File: config.mk
export PLATFORM = sky130hd
export DESIGN_NAME = di_term_fifo
export DESIGN_NICKNAME = d
export VERILOG_FILES = /design/src/rtl/di_term_fifo.sv
export SDC_FILE = /design/constraint.sdc
export NUM_CORES = 1
export LEC_CHECK = 0
export CORE_MARGIN = 3
export CORE_UTILIZATION = 40
export CTS_BUF_LIST = sky130_fd_sc_hd__clkbuf_8
export CTS_CLUSTER_DIAMETER = 150
export DETAILED_ROUTE_END_ITERATION = 8
export GPL_TIMING_DRIVEN = 0
export HOLD_SLACK_MARGIN = 0.15
export SYNTH_ARGS = -nofsm -noshare
export SYNTH_HDL_FRONTEND = slang
export SYNTH_SLANG_ARGS = --single-unit
export TNS_END_PERCENT = 100
File: constraint.sdc
create_clock -name ifclk -period 8.17 [get_ports ifclk]
set_input_delay 1.2255 -clock ifclk [delete_from_list [all_inputs] [get_ports ifclk]]
set_output_delay 1.2255 -clock ifclk [all_outputs]
set_load 0.02 [all_outputs]
File: src/rtl/di_term_fifo.sv
// Host-terminal FIFO bridge: WFIFO (host->device) and RFIFO (device->host), both FWFT,
// behind a STATUS/CTRL/FLAGS register window. Optional loopback via DI_TERM_FIFO_LOOPBACK_EN.
module di_term_fifo #(
    parameter logic [15:0] TERM_ADDR  = 16'h0010,
    parameter int          DEPTH_LOG2 = 4
) (
    input  logic        ifclk,
    input  logic        reset,
    input  logic [15:0] di_term_addr,
    input  logic [15:0] di_reg_addr,
    input  logic [15:0] di_reg_datai,
    input  logic        di_read_req,
    input  logic        di_read,
    input  logic        di_write,
    output logic [15:0] di_reg_datao,
    output logic        di_read_rdy,
    output logic        di_write_rdy,
    output logic [15:0] wr_data,
    output logic        wr_valid,
    input  logic        wr_ready,
    input  logic [15:0] rd_data,
    input  logic        rd_valid,
    output logic        rd_ready
);
    localparam int            DEPTH    = 1 << DEPTH_LOG2;
    localparam int            CW       = DEPTH_LOG2 + 1;
    localparam logic [CW-1:0] FULL_CNT = CW'(DEPTH);

    localparam logic [15:0] ADDR_STATUS = 16'h0000;
    localparam logic [15:0] ADDR_CTRL   = 16'h0001;
    localparam logic [15:0] ADDR_FLAGS  = 16'h0002;

    logic [15:0]           wmem_q [DEPTH];
    logic [15:0]           rmem_q [DEPTH];
    logic [DEPTH_LOG2-1:0] wf_wp_q, wf_wp_d, wf_rp_q, wf_rp_d;
    logic [DEPTH_LOG2-1:0] rf_wp_q, rf_wp_d, rf_rp_q, rf_rp_d;
    logic [CW-1:0]         wf_cnt_q, wf_cnt_d, rf_cnt_q, rf_cnt_d;
    logic [1:0]            flags_q, flags_d;

    logic        sel, win, host_wr, host_rd, reg_wr_ctrl, reg_wr_flags, flush;
    logic        wf_empty, wf_full, rf_empty, rf_full;
    logic        wf_push, wf_pop, rf_push, rf_pop;
    logic [15:0] wf_head, rf_head, rf_push_data;
    logic        lb, lb_xfer;
    logic [1:0]  flag_set, flag_clr;

    // Prefetch requests need no action: both FIFO heads are always presented.
    logic unused_read_req;
    assign unused_read_req = di_read_req;

    assign sel          = (di_term_addr == TERM_ADDR);
    assign win          = di_reg_addr[15];
    assign host_wr      = sel && di_write;
    assign host_rd      = sel && di_read;
    assign reg_wr_ctrl  = host_wr && !win && (di_reg_addr == ADDR_CTRL);
    assign reg_wr_flags = host_wr && !win && (di_reg_addr == ADDR_FLAGS);
    assign flush        = reg_wr_ctrl && di_reg_datai[0];

    assign wf_empty = (wf_cnt_q == '0);
    assign wf_full  = (wf_cnt_q == FULL_CNT);
    assign rf_empty = (rf_cnt_q == '0);
    assign rf_full  = (rf_cnt_q == FULL_CNT);
    assign wf_head  = wmem_q[wf_rp_q];
    assign rf_head  = rmem_q[rf_rp_q];

`ifdef DI_TERM_FIFO_LOOPBACK_EN
    logic lb_q, lb_d;

    always_comb begin
        lb_d = lb_q;
        if (reg_wr_ctrl) lb_d = di_reg_datai[1];
    end

    always_ff @(posedge ifclk) begin
        if (reset) lb_q <= 1'b0;
        else       lb_q <= lb_d;
    end

    assign lb           = lb_q;
    assign lb_xfer      = lb_q && !wf_empty && !rf_full;
    assign rf_push_data = lb_q ? wf_head : rd_data;
`else
    assign lb           = 1'b0;
    assign lb_xfer      = 1'b0;
    assign rf_push_data = rd_data;
`endif

    assign wr_data  = wf_head;
    assign wr_valid = !reset && !wf_empty && !lb;
    assign rd_ready = reset || (!rf_full && !lb);

    // Fullness/emptiness is judged on the start-of-cycle count, so a same-cycle pop never rescues a push.
    assign wf_push = host_wr && win && !wf_full && !flush;
    assign wf_pop  = (wr_valid && wr_ready) || lb_xfer;
    assign rf_push = lb_xfer || (rd_valid && !rf_full && !lb);
    assign rf_pop  = host_rd && win && !rf_empty;

    always_comb begin
        wf_wp_d  = wf_wp_q;
        wf_rp_d  = wf_rp_q;
        wf_cnt_d = wf_cnt_q;
        if (flush) begin
            wf_wp_d  = '0;
            wf_rp_d  = '0;
            wf_cnt_d = '0;
        end else begin
            if (wf_push) wf_wp_d = wf_wp_q + 1'b1;
            if (wf_pop)  wf_rp_d = wf_rp_q + 1'b1;
            if (wf_push && !wf_pop)      wf_cnt_d = wf_cnt_q + 1'b1;
            else if (!wf_push && wf_pop) wf_cnt_d = wf_cnt_q - 1'b1;
        end
    end

    always_comb begin
        rf_wp_d  = rf_wp_q;
        rf_rp_d  = rf_rp_q;
        rf_cnt_d = rf_cnt_q;
        if (flush) begin
            rf_wp_d  = '0;
            rf_rp_d  = '0;
            rf_cnt_d = '0;
        end else begin
            if (rf_push) rf_wp_d = rf_wp_q + 1'b1;
            if (rf_pop)  rf_rp_d = rf_rp_q + 1'b1;
            if (rf_push && !rf_pop)      rf_cnt_d = rf_cnt_q + 1'b1;
            else if (!rf_push && rf_pop) rf_cnt_d = rf_cnt_q - 1'b1;
        end
    end

    // A set in the same cycle as a write-1-to-clear wins, so no event is lost.
    always_comb begin
        flag_set = 2'b00;
        flag_clr = 2'b00;
        if (host_wr && win && wf_full)  flag_set[0] = 1'b1;
        if (host_rd && win && rf_empty) flag_set[1] = 1'b1;
        if (reg_wr_flags)               flag_clr    = di_reg_datai[1:0];
        flags_d = (flags_q & ~flag_clr) | flag_set;
    end

    always_comb begin
        di_reg_datao = 16'h0000;
        di_write_rdy = 1'b0;
        di_read_rdy  = 1'b0;
        if (sel) begin
            di_write_rdy = win ? !wf_full  : 1'b1;
            di_read_rdy  = win ? !rf_empty : 1'b1;
            if (!reset) begin
                if (win) begin
                    di_reg_datao = rf_empty ? 16'h0000 : rf_head;
                end else begin
                    case (di_reg_addr)
                        ADDR_STATUS: di_reg_datao = {8'(rf_cnt_q), 8'(wf_cnt_q)};
                        ADDR_CTRL:   di_reg_datao = {14'h0000, lb, 1'b0};
                        ADDR_FLAGS:  di_reg_datao = {14'h0000, flags_q};
                        default:     di_reg_datao = 16'h0000;
                    endcase
                end
            end
        end
    end

    always_ff @(posedge ifclk) begin
        if (reset) begin
            wf_wp_q  <= '0;
            wf_rp_q  <= '0;
            wf_cnt_q <= '0;
            rf_wp_q  <= '0;
            rf_rp_q  <= '0;
            rf_cnt_q <= '0;
            flags_q  <= 2'b00;
        end else begin
            wf_wp_q  <= wf_wp_d;
            wf_rp_q  <= wf_rp_d;
            wf_cnt_q <= wf_cnt_d;
            rf_wp_q  <= rf_wp_d;
            rf_rp_q  <= rf_rp_d;
            rf_cnt_q <= rf_cnt_d;
            flags_q  <= flags_d;
        end
    end

    // NOTE: the storage arrays carry no reset; emptiness is tracked by the counts alone.
    always_ff @(posedge ifclk) begin
        if (wf_push) wmem_q[wf_wp_q] <= di_reg_datai;
        if (rf_push) rmem_q[rf_wp_q] <= rf_push_data;
    end
endmodule

==> flow_summary.yaml <==
status:
  status: "finished clean"
routing:
  ant_nets: 0
  wl_met2_um: 25200
  drt-vias-per-instance: 5.54
  wire_per_inst_um: 24.4
  routed-wl-met3_um: 2980
  vias: 11600
  drtPass1Iterations: 5
  drtIter0Drc: 962
  routed_wl_um: 51100
  wl_met1_um: 21500
  top_layer: "met5"
  route.detailed.drc: 0
cells_and_area:
  post_route_cells_drive_above_1_share_pct: 24.9
  design_area_um2: 25900
  layout_common_cells: "512 x edfxtp_1, 126 x mux4_2, 105 x clkdlybuf4s50_1, 93 x clkbuf_8, 53 x inv_1"
  stdcell_count: 2093
  final_common_cell: "edfxtp_1"
  syn2layout_area_growth_pct: 19.4
  finalNetCount: 1424
  fill_cells: 4379
clocking:
  post_cts_buffers: 0
  cts_max_path_buffers: 3
  cts_resized: 0
  clock_latency_ns: 0.67
  cts.clk_slew.worst_paths_ns: 0.06
  ctsHoldBuffers: 0
  tritoncts: "done"
  h-tree-depth: 3
  numClockSinks: 548
  root_buffer: "clkbuf_8"
  numCtsBuffers: 92
setup_path:
  slowest_stage: "a311oi_1"
  startpoint_type: "input port"
  reg2reg_from: "rf_cnt_q[0]"
  critical_path.cell_chain: "clkdlybuf4s50_1 > or4_1 > nor4_1 > o211ai_1 > a311oi_1 > clkdlybuf4s50_1"
  setup.worst_path.end_class: "output pin"
  critical_path_required_ns: 6.94
  crit_arrival_ns: 4.57
  worstSetupPathType: "input port to output pin"
  max_stage_delay_ns: 0.79
  crit_top_cell: "clkdlybuf4s50_1"
  setup.worst_path.start: "di_reg_addr[1]"
  worst-r2r-setup-slack_ns: 4.95
  cp_max_fo: 8
grt:
  first_global_vias: 12200
  grt_util_all_layers_pct: 18.1
  grt_max_degree: 18
  antenna_found_initial: 1
  grt_overflow: 0
  grt_pass1_wl_um: 76300
power_and_ir_drop:
  p_per_area_nw_per_um2: 214
  vdd_drop_max_mv: 0.140
  p_leak_uw: 0.00815
  finalPower_uw: 5550
place:
  numPortBuffers: 105
  dpl.hpwl_um: 33500
  gp_congestion: 0.754
  placed_area_um2: 24300
  numPlacedInstances: 1926
synth:
  synth_cell_type_count: 58
  synth_edf_count: 512
  ys_ff_latch: 548
  synth-main-ff-cell: "edfxtp_1"
  syn_avg_cell_area_um2: 19.9
  syn_area_um2: 21700
  ys_seq_area_share_pct: 74.1
  synth_fp_nets: 1185
  syn-instance-count: 1093
  synthArstFlopShare_pct: 0
  yosysWarnings: 0
timing:
  hold_ws_ns: 0.495
  worst_slew_pin_slew_ns: 1.02
  setup_viol: 0
  setup_tns_ns: 0
  rsz0062_at_grt: "no"
  fin_skew_ns: 0.0172
  finalHoldViolCount: 0
  fin_crit_sh_pct: 71.0
  relSlewSlack_pct: 31.6
  drv_slew: 0
  min_period_ns: 5.80
  max_freq_ghz: 0.173
floorplanning:
  die_height_um: 239
  start_util_pct: 40.9
  boundaryPins: 107
  fp.dieArea_um2: 57100
  core.rowCount: 84
  die_x_um: 239
  core_area_um2: 53200
worst_hold_path:
  min-delay-start: "flags_q[0]"
  hold_class: "flip-flop to flip-flop"
run:
  maxCapViolCount: 0
==> power breakdown <==
part / total, uW / switching [uW] / internal, uW
registers: 3120 / 16.2 / 3100
logic: 273 / 161 / 112
clock network: 2160 / 1090 / 1070
total: 5550 / 1270 / 4280
==> kinds of logic (layout without fill, tap and decap cells) <==
logic type                 after synthesis  after routing  synth area share (%)
AOI/OAI and AO/OA                      104            104                  3.40
xor gates and xnor gates                10             10                 0.403
adders and majority gates               21             21                  1.28
buffers and inverters                   73            384                  1.54
DFF                                    548            548                  74.1
muxes                                  165            165                  14.9
other                                    0              1                     0
and+or+nand+nor                        172            172                  4.43
==> final cells by class <==
cell class                      count  area [um^2]  area share [%]
Sequential cell                   548        16100            62.0
Multi-Input combinational cell    472         5400            20.8
Timing Repair Buffer              145         1640            6.31
Clock buffer                       93         1280            4.93
Tap cell                          688          861            3.32
Clock inverter                     73          342            1.32
Buffer                             59          282            1.08
Inverter                           14         52.6           0.203
Antenna cell                        1         2.50         0.00964
==> Yosys cell counts (all sizes together), types with 3 or more instances <==
cell type,count,area (um^2)
ha,19,238
dfxtp,36,721
edfxtp,512,15400
a311oi,10,87.6
o31ai,5,37.5
inv,14,52.6
nand2b,5,31.3
o211ai,4,30.0
o2111ai,3,32.5
nor4,7,95.1
o22ai,28,175
a21oi,10,50.1
o221ai,3,26.3
buf,35,189
nand3,17,85.1
a31oi,5,31.3
xor2,8,70.1
nand2,19,71.3
mux4,126,2840
a211oi,11,92.6
a21o,5,37.5
or4,9,78.8
and4,4,36.3
nand4,6,43.8
o21ai,7,35.0
mux2i,39,390
a22oi,8,60.1
nor3b,3,22.5
or3,4,25.0
and3,5,32.5
nor3,31,155
clkbuf,24,92.6
nor2,52,195
==> critical path, delay by kind of cell <==
kind / cells / cell delay (ns)
AO/OA/AOI/OAI: 2 / 1.23
buffers and inverters: 2 / 1.29
AND/OR/NAND/NOR: 2 / 0.83
==> routing by layer <==
layer	track usage, %	vias to the layer above
met5	2.02	-
met4	6.08	4
met3	4.28	94
met2	30.0	363
met1	23.6	6084
li1	-	5055
==> flip-flops by register name, summed over array words and instances (netlist names), named ones only <==
| name | count |
|---|---|
| rmem_q | 256 |
| wmem_q | 256 |
| rf_cnt_q | 5 |
| wf_cnt_q | 5 |
| rf_rp_q | 4 |
| rf_wp_q | 4 |
| wf_rp_q | 4 |
| wf_wp_q | 4 |
| flags_q | 2 |
==> path summary, 6_finish.rpt <==
path | end | cells past startpoint
max | di_reg_datao[2] | 6
min | flags_q[0] | 2
max reg2reg | rf_cnt_q[4] | 9
min reg2reg | flags_q[0] | 2
==> stage by stage <==
step                util [%]  worst slack [ns]
CTS                     48.8              2.44
finish                  48.8              2.37
floorplan                  -              4.04
global route            48.8              2.32
global placement        44.4              2.30
detailed placement      45.7              2.48
No activity file was read; power rests on OpenSTA's default activity.
